<file path="src/rtl/uart_tx_arbiter.sv">
// -----------------------------------------------------------------------------
// uart_tx_arbiter
//
// Round-robin arbiter that lets four byte-stream requesters share one UART
// transmit path. The arbiter is message-atomic: once a requester is granted,
// it keeps the UART until it delivers a byte flagged `last`. Bytes from
// different messages therefore never interleave on the serial line.
//
// Optional feature (compile-time macro UART_ARB_TIMEOUT_EN):
//   If the owner leaves req_valid low for TimeoutCycles consecutive
//   idle cycles, its grant is withdrawn and timeout_flag is set. timeout_flag
//   is sticky and is cleared only by reset. Without the macro, an owner may
//   hold the UART indefinitely and timeout_flag is tied low.
//
// Parameters
//   DataLength     byte width, matches the UART transmit width
//   TimeoutCycles  owner-idle cycles before a forced release (timeout build only)
//
// Ports
//   clock          system clock, all logic on its rising edge
//   reset          synchronous active-low reset
//   req_valid[4]   requester i presents a byte
//   req_data       packed bytes, requester i at [i*DataLength +: DataLength]
//   req_last[4]    requester i's byte ends its message
//   req_ack[4]     combinational: requester i's byte is taken this cycle
//   grant[4]       registered one-hot owner (zero when idle)
//   tx_full        UART TX FIFO full
//   write_to_uart  registered one-cycle write strobe
//   tx_data        registered byte, valid with write_to_uart
//   busy           registered, high while a requester owns the UART
//   timeout_flag   registered sticky forced-release indicator
// -----------------------------------------------------------------------------
module uart_tx_arbiter #(
  parameter int          DataLength    = 8,
  parameter logic [15:0] TimeoutCycles = 16'd50000
) (
  input  logic                    clock,
  input  logic                    reset,
  input  logic [3:0]              req_valid,
  input  logic [4*DataLength-1:0] req_data,
  input  logic [3:0]              req_last,
  output logic [3:0]              req_ack,
  output logic [3:0]              grant,
  input  logic                    tx_full,
  output logic                    write_to_uart,
  output logic [DataLength-1:0]   tx_data,
  output logic                    busy,
  output logic                    timeout_flag
);

  typedef enum logic {
    ST_IDLE = 1'b0,
    ST_BUSY = 1'b1
  } state_t;

  state_t                r_state,   w_state_nxt;
  logic [3:0]            r_grant,   w_grant_nxt;
  logic [1:0]            r_owner,   w_owner_nxt;
  logic [1:0]            r_ptr,     w_ptr_nxt;
  logic                  r_write,   w_write_nxt;
  logic [DataLength-1:0] r_tx_data, w_tx_data_nxt;
`ifdef UART_ARB_TIMEOUT_EN
  logic [15:0]           r_count,   w_count_nxt;
  logic                  r_timeout_flag, w_timeout_flag_nxt;
`endif

  logic                  w_hit;
  logic [1:0]            w_pick;
  logic                  w_owner_valid;
  logic                  w_owner_last;
  logic [DataLength-1:0] w_owner_data;
  logic                  w_accept;

  // Round-robin search: scan from r_ptr upward with 2-bit wrap. The loop runs
  // from the farthest offset to the nearest so the nearest hit is the last
  // (winning) assignment.
  always_comb begin
    w_hit  = 1'b0;
    w_pick = r_ptr;
    for (int k = 3; k >= 0; k--) begin
      if (req_valid[r_ptr + 2'(k)]) begin
        w_hit  = 1'b1;
        w_pick = r_ptr + 2'(k);
      end
    end
  end

  assign w_owner_valid = req_valid[r_owner];
  assign w_owner_last  = req_last[r_owner];
  assign w_owner_data  = req_data[r_owner*DataLength +: DataLength];

  // The !r_write term spaces accepts two cycles apart so tx_full reflects the
  // previous write before another byte is taken.
  assign w_accept = (r_state == ST_BUSY) && w_owner_valid && !tx_full && !r_write;
  assign req_ack  = w_accept ? (4'b0001 << r_owner) : 4'b0000;

  // NOTE: every signal driven here gets a default first; a path that skips an
  // assignment would otherwise infer a latch.
  always_comb begin
    w_state_nxt   = r_state;
    w_grant_nxt   = r_grant;
    w_owner_nxt   = r_owner;
    w_ptr_nxt     = r_ptr;
    w_write_nxt   = 1'b0;
    w_tx_data_nxt = r_tx_data;
`ifdef UART_ARB_TIMEOUT_EN
    w_count_nxt        = r_count;
    w_timeout_flag_nxt = r_timeout_flag;
`endif
    case (r_state)
      ST_IDLE: begin
`ifdef UART_ARB_TIMEOUT_EN
        w_count_nxt = '0;
`endif
        if (w_hit) begin
          w_state_nxt = ST_BUSY;
          w_grant_nxt = 4'b0001 << w_pick;
          w_owner_nxt = w_pick;
        end
      end
      ST_BUSY: begin
        if (w_accept) begin
          w_write_nxt   = 1'b1;
          w_tx_data_nxt = w_owner_data;
`ifdef UART_ARB_TIMEOUT_EN
          w_count_nxt   = '0;
`endif
          if (w_owner_last) begin
            w_state_nxt = ST_IDLE;
            w_grant_nxt = 4'b0000;
            w_ptr_nxt   = r_owner + 2'd1;
          end
        end
`ifdef UART_ARB_TIMEOUT_EN
        // Only owner-idle cycles count; a tx_full stall keeps valid high.
        else if (!w_owner_valid) begin
          if (r_count == TimeoutCycles - 16'd1) begin
            w_state_nxt        = ST_IDLE;
            w_grant_nxt        = 4'b0000;
            w_ptr_nxt          = r_owner + 2'd1;
            w_count_nxt        = '0;
            w_timeout_flag_nxt = 1'b1;
          end else begin
            w_count_nxt = r_count + 16'd1;
          end
        end
`endif
      end
      default: w_state_nxt = ST_IDLE;
    endcase
  end

  // NOTE: state registers use non-blocking assignments so every register
  // samples pre-edge values regardless of statement order.
  always_ff @(posedge clock) begin
    if (!reset) begin
      r_state   <= ST_IDLE;
      r_grant   <= 4'b0000;
      r_owner   <= 2'd0;
      r_ptr     <= 2'd0;
      r_write   <= 1'b0;
      r_tx_data <= '0;
`ifdef UART_ARB_TIMEOUT_EN
      r_count        <= '0;
      r_timeout_flag <= 1'b0;
`endif
    end else begin
      r_state   <= w_state_nxt;
      r_grant   <= w_grant_nxt;
      r_owner   <= w_owner_nxt;
      r_ptr     <= w_ptr_nxt;
      r_write   <= w_write_nxt;
      r_tx_data <= w_tx_data_nxt;
`ifdef UART_ARB_TIMEOUT_EN
      r_count        <= w_count_nxt;
      r_timeout_flag <= w_timeout_flag_nxt;
`endif
    end
  end

  assign grant         = r_grant;
  assign write_to_uart = r_write;
  assign tx_data       = r_tx_data;
  assign busy          = (r_state == ST_BUSY);

`ifdef UART_ARB_TIMEOUT_EN
  assign timeout_flag = r_timeout_flag;
`else
  logic w_unused_timeout_cycles;
  assign w_unused_timeout_cycles = ^TimeoutCycles;
  assign timeout_flag            = 1'b0;
`endif

endmodule

</file>
<file path="config.mk">
export PLATFORM = sky130hd
export DESIGN_NAME = uart_tx_arbiter
export DESIGN_NICKNAME = d
export VERILOG_FILES = /design/src/rtl/uart_tx_arbiter.sv
export SDC_FILE = /design/constraint.sdc
export NUM_CORES = 1
export LEC_CHECK = 0
export CORE_UTILIZATION = 41
export DETAILED_ROUTE_END_ITERATION = 10
export PLACE_DENSITY_LB_ADDON = 0.2
export SETUP_SLACK_MARGIN = 0.4
export SLEW_MARGIN = 20
export SYNTH_ARGS = -nofsm -noshare
export SYNTH_HDL_FRONTEND = slang
export SYNTH_SLANG_ARGS = --single-unit
</file>
<file path="constraint.sdc">
create_clock -name clock -period 5.4 [get_ports clock]
set_clock_uncertainty 0.2 [all_clocks]
set_input_delay 1.35 -clock clock [delete_from_list [all_inputs] [get_ports clock]]
set_output_delay 1.35 -clock clock [all_outputs]
set_load 0.02 [all_outputs]
</file>
==> metrics.json <==
{
  "outcome": "finished clean",
  "postCtsResizedCells": 0,
  "detail_route.vias_per_cell": 5.38,
  "share_comb_of_total_power_pct": 30.3,
  "final-hold-violation-count": 0,
  "synth_top_cell_area_share_pct": 32.5,
  "post_cts_buffers": 0,
  "post_route_cells_drive_above_1_share_pct": 8.38,
  "yosys.cell_types.count": 32,
  "grt.total_usage_pct": 22.0,
  "number_of_design_rule_violations_left_after_detail_routing": 0,
  "timing.critical_path.arrival_ns": 3.21,
  "cts_made_buffers": 3,
  "place_congestion": 0.738,
  "ir_worst_vdd_mv": 0.131,
  "first_iter_violations": 10,
  "setup_tns_final_ns": 0,
  "syn_area_um2": 1110,
  "grt_max_degree": 17,
  "antenna_found_initial": 0,
  "placementRows": 18,
  "netSwitchingFraction_pct": 27.1,
  "clock_power_share_pct": 24.7,
  "power.leakage_nw": 0.646,
  "drt.antenna.violating_nets": 0,
  "post_synth_xor_area_fraction_pct": 0,
  "die_width_um": 54.0,
  "internal_power_w": 0.000243,
  "die_y_um": 54.0,
  "synthMuxAreaShare_pct": 29.8,
  "power.total_w": 0.000334,
  "hpwlAfterDp_um": 2250,
  "timing_worst_slew_pin_value_ns": 0.771,
  "antenna_cells": 0,
  "synth_top_family_by_area": "multiplexers",
  "cts_htree_levels": 1,
  "average_routed_wire_per_standard_cell_um": 14.2,
  "fin_area_um2": 1740,
  "drt_first_pass_iters": 4,
  "ys.warnings.count": 0,
  "global_route.overflow_total": 0,
  "power_density_nw_per_um2": 191,
  "yosysSeqAreaShare_pct": 32.5,
  "cp-start-kind": "input pin",
  "placement.io_buffers": 60,
  "synth-simple-area-share_pct": 15.9,
  "global_route_wire_length_before_repair_um": 4530,
  "whs_ns": 0.261,
  "cts_num_sinks": 18,
  "maxClockFrequency_ghz": 0.210,
  "floorplan.core_area_um2": 2520,
  "worstPathMaxFanout": 7,
  "fillers": 203,
  "crit_required_ns": 3.85,
  "rsz0062_at_grt": "no",
  "cts-root-buf": "sky130_fd_sc_hd__clkbuf_4",
  "layout_worst_path_cycle_share_pct": 88.2,
  "cap_viol_max_count": 0,
  "clkSlewWorstSetupHoldPaths_ns": 0.10,
  "number_of_global_route_vias_before_repair": 1095,
  "cts.hold.buffers_added": 0,
  "relSlewSlack_pct": 48.5,
  "min_path_type": "reg2reg",
  "clock_tree.buffer_depth": 2,
  "io_pins": 62,
  "area_share_of_fa_ha_maj_cells_after_synthesis_pct": 4.52,
  "p_seq_share_pct": 45.0,
  "postSynthRegisterBits": 18,
  "via_count": 1060,
  "area_growth_pct": 57.5,
  "setup.worst_path.end_class": "output port",
  "synth.area.top_cells": "sky130_fd_sc_hd__dfxtp_1, sky130_fd_sc_hd__mux4_2, sky130_fd_sc_hd__mux2i_1",
  "synth_area_per_cell_um2": 10.2,
  "clock_latency_on_the_worst_skew_pair_ns": 0.29,
  "drt-total-wl_um": 2790,
  "synth.largest_area_cell": "sky130_fd_sc_hd__dfxtp_1",
  "floorplan.initialDensity_pct": 43.9,
  "synthCells": 109,
  "report.final.slew_viol_count": 0,
  "finalCriticalPeriod_ns": 4.76,
  "nets": 215,
  "report.final.setup_viol": 0,
  "net-switching-power_w": 0.0000905,
  "total_nets_after_synthesis": 156,
  "fraction_of_the_mapped_netlist_area_in_compound_gates_pct": 11.8,
  "detailed_place.area_um2": 1710,
  "clock_tree_from_tritoncts": "built",
  "crit_path_class": "in2out",
  "die-area_um2": 2910
}
-- sequential cells by signal (all words and copies together) (netlist names) --
register,flops
busy,1
grant,4
r_ptr,2
r_owner,2
tx_data,8
write_to_uart,1
-- placed cells by master, fill, tap and decap left out --
master                             n
sky130_fd_sc_hd__a311oi_1          1
sky130_fd_sc_hd__nand4_1           2
sky130_fd_sc_hd__a41o_1            1
sky130_fd_sc_hd__ha_1              4
sky130_fd_sc_hd__a221o_1           1
sky130_fd_sc_hd__mux4_1            2
sky130_fd_sc_hd__clkdlybuf4s50_1  60
sky130_fd_sc_hd__o221a_2           1
sky130_fd_sc_hd__o22ai_1           3
sky130_fd_sc_hd__nand2_1           5
sky130_fd_sc_hd__clkbuf_8          1
sky130_fd_sc_hd__and3_1            5
sky130_fd_sc_hd__dfxtp_1          18
sky130_fd_sc_hd__nor4_1            1
sky130_fd_sc_hd__and2_4            1
sky130_fd_sc_hd__nor2_1           17
sky130_fd_sc_hd__conb_1            1
sky130_fd_sc_hd__o22ai_2           1
sky130_fd_sc_hd__clkbuf_4          3
sky130_fd_sc_hd__a21boi_0          1
sky130_fd_sc_hd__a211oi_1          1
sky130_fd_sc_hd__mux4_2            7
sky130_fd_sc_hd__a21oi_1           4
sky130_fd_sc_hd__nor2b_1           2
sky130_fd_sc_hd__nand3b_1          1
sky130_fd_sc_hd__mux2i_1          12
sky130_fd_sc_hd__or3b_1            1
sky130_fd_sc_hd__inv_1             5
sky130_fd_sc_hd__o22a_1            1
sky130_fd_sc_hd__or3_1             1
sky130_fd_sc_hd__o21ai_0           3
-- layer usage --
| metal | GRT usage, % | part of all wire, % |
|---|---|---|
| met5 | 0 | 0 |
| met4 | 10.7 | 1.2 |
| met3 | 6.78 | 8.3 |
| met2 | 40.9 | 52 |
| met1 | 21.9 | 38 |
-- final cells by class --
class / count / area (µm²) / share of cell area, %
well taps: 30 / 37.5 / 2.15
flip-flops and latches: 18 / 360 / 20.7
multi-input cells: 80 / 691 / 39.6
clock buffers: 4 / 36.3 / 2.08
inverters: 5 / 18.8 / 1.08
repair buffers: 60 / 601 / 34.4
-- per-stage QoR --
step | instances | util, % | worst slack (ns)
after floorplan | 109 | - | 1.62
after global placement | 193 | 67.7 | 0.678
after detailed placement | 193 | 67.7 | 0.627
after CTS | 197 | 69.1 | 0.631
after global routing | 197 | 69.1 | 0.568
final | 197 | 69.1 | 0.635
-- cells by family after synthesis --
logic type	count (synthesis)
AO/OA/AOI/OAI	18
adder cells (fa/ha/maj)	4
buffers and inverters	11
flip-flops	18
multiplexers	21
other	1
AND/OR/NAND/NOR	36
-- worst paths after layout --
| path | cells past startpoint | slack (ns) | end | startpoint |
|---|---|---|---|---|
| hold / removal | 2 | 0.26 | grant[1] | grant[1] |
| setup / recovery | 5 | 0.64 | req_ack[2] | tx_full |
| setup reg to reg | 5 | 2.87 | r_ptr[0] | r_owner[0] |
| hold reg to reg | 2 | 0.26 | grant[1] | grant[1] |
-- cell usage after synthesis --
cell type	n
sky130_fd_sc_hd__dfxtp_1	18
sky130_fd_sc_hd__nor2_1	17
sky130_fd_sc_hd__mux2i_1	12
sky130_fd_sc_hd__mux4_2	7
sky130_fd_sc_hd__and3_1	5
sky130_fd_sc_hd__inv_1	5
sky130_fd_sc_hd__nand2_1	5
sky130_fd_sc_hd__a21oi_1	4
sky130_fd_sc_hd__ha_1	4
sky130_fd_sc_hd__clkbuf_1	3
sky130_fd_sc_hd__o21ai_0	3
sky130_fd_sc_hd__o22ai_1	3
sky130_fd_sc_hd__mux4_1	2
sky130_fd_sc_hd__nand4_1	2
sky130_fd_sc_hd__nor2b_1	2
sky130_fd_sc_hd__a211oi_1	1
sky130_fd_sc_hd__a21boi_0	1
sky130_fd_sc_hd__a221o_1	1
sky130_fd_sc_hd__a311oi_1	1
sky130_fd_sc_hd__a41o_1	1
sky130_fd_sc_hd__and2_4	1
sky130_fd_sc_hd__buf_1	1
sky130_fd_sc_hd__buf_4	1
sky130_fd_sc_hd__buf_8	1
sky130_fd_sc_hd__conb_1	1
sky130_fd_sc_hd__nand3b_1	1
sky130_fd_sc_hd__nor4_1	1
sky130_fd_sc_hd__o221a_2	1
sky130_fd_sc_hd__o22a_1	1
sky130_fd_sc_hd__o22ai_2	1
sky130_fd_sc_hd__or3_1	1
sky130_fd_sc_hd__or3b_1	1
-- power groups by stage --
| stage | combinational, W | clock (W) | sequential [W] |
|---|---|---|---|
| after floorplan | 0.0000482 | 0 | 0.000155 |
| final | 0.000101 | 0.0000824 | 0.000150 |
| after CTS | 0.000102 | 0.0000831 | 0.000150 |
| after detailed placement | 0.000101 | 0 | 0.000153 |
| after global routing | 0.000110 | 0.0000913 | 0.000152 |
| after global placement | 0.0000977 | 0 | 0.000153 |
-- worst max-delay path: stages --
cell and delay [ns]:
sky130_fd_sc_hd__clkdlybuf4s50_1 0.41, sky130_fd_sc_hd__or3b_1 0.38, sky130_fd_sc_hd__o22ai_2 0.26, sky130_fd_sc_hd__and3_1 0.20, sky130_fd_sc_hd__clkdlybuf4s50_1 0.61
Note: power is estimated with default switching activity, not from simulation.
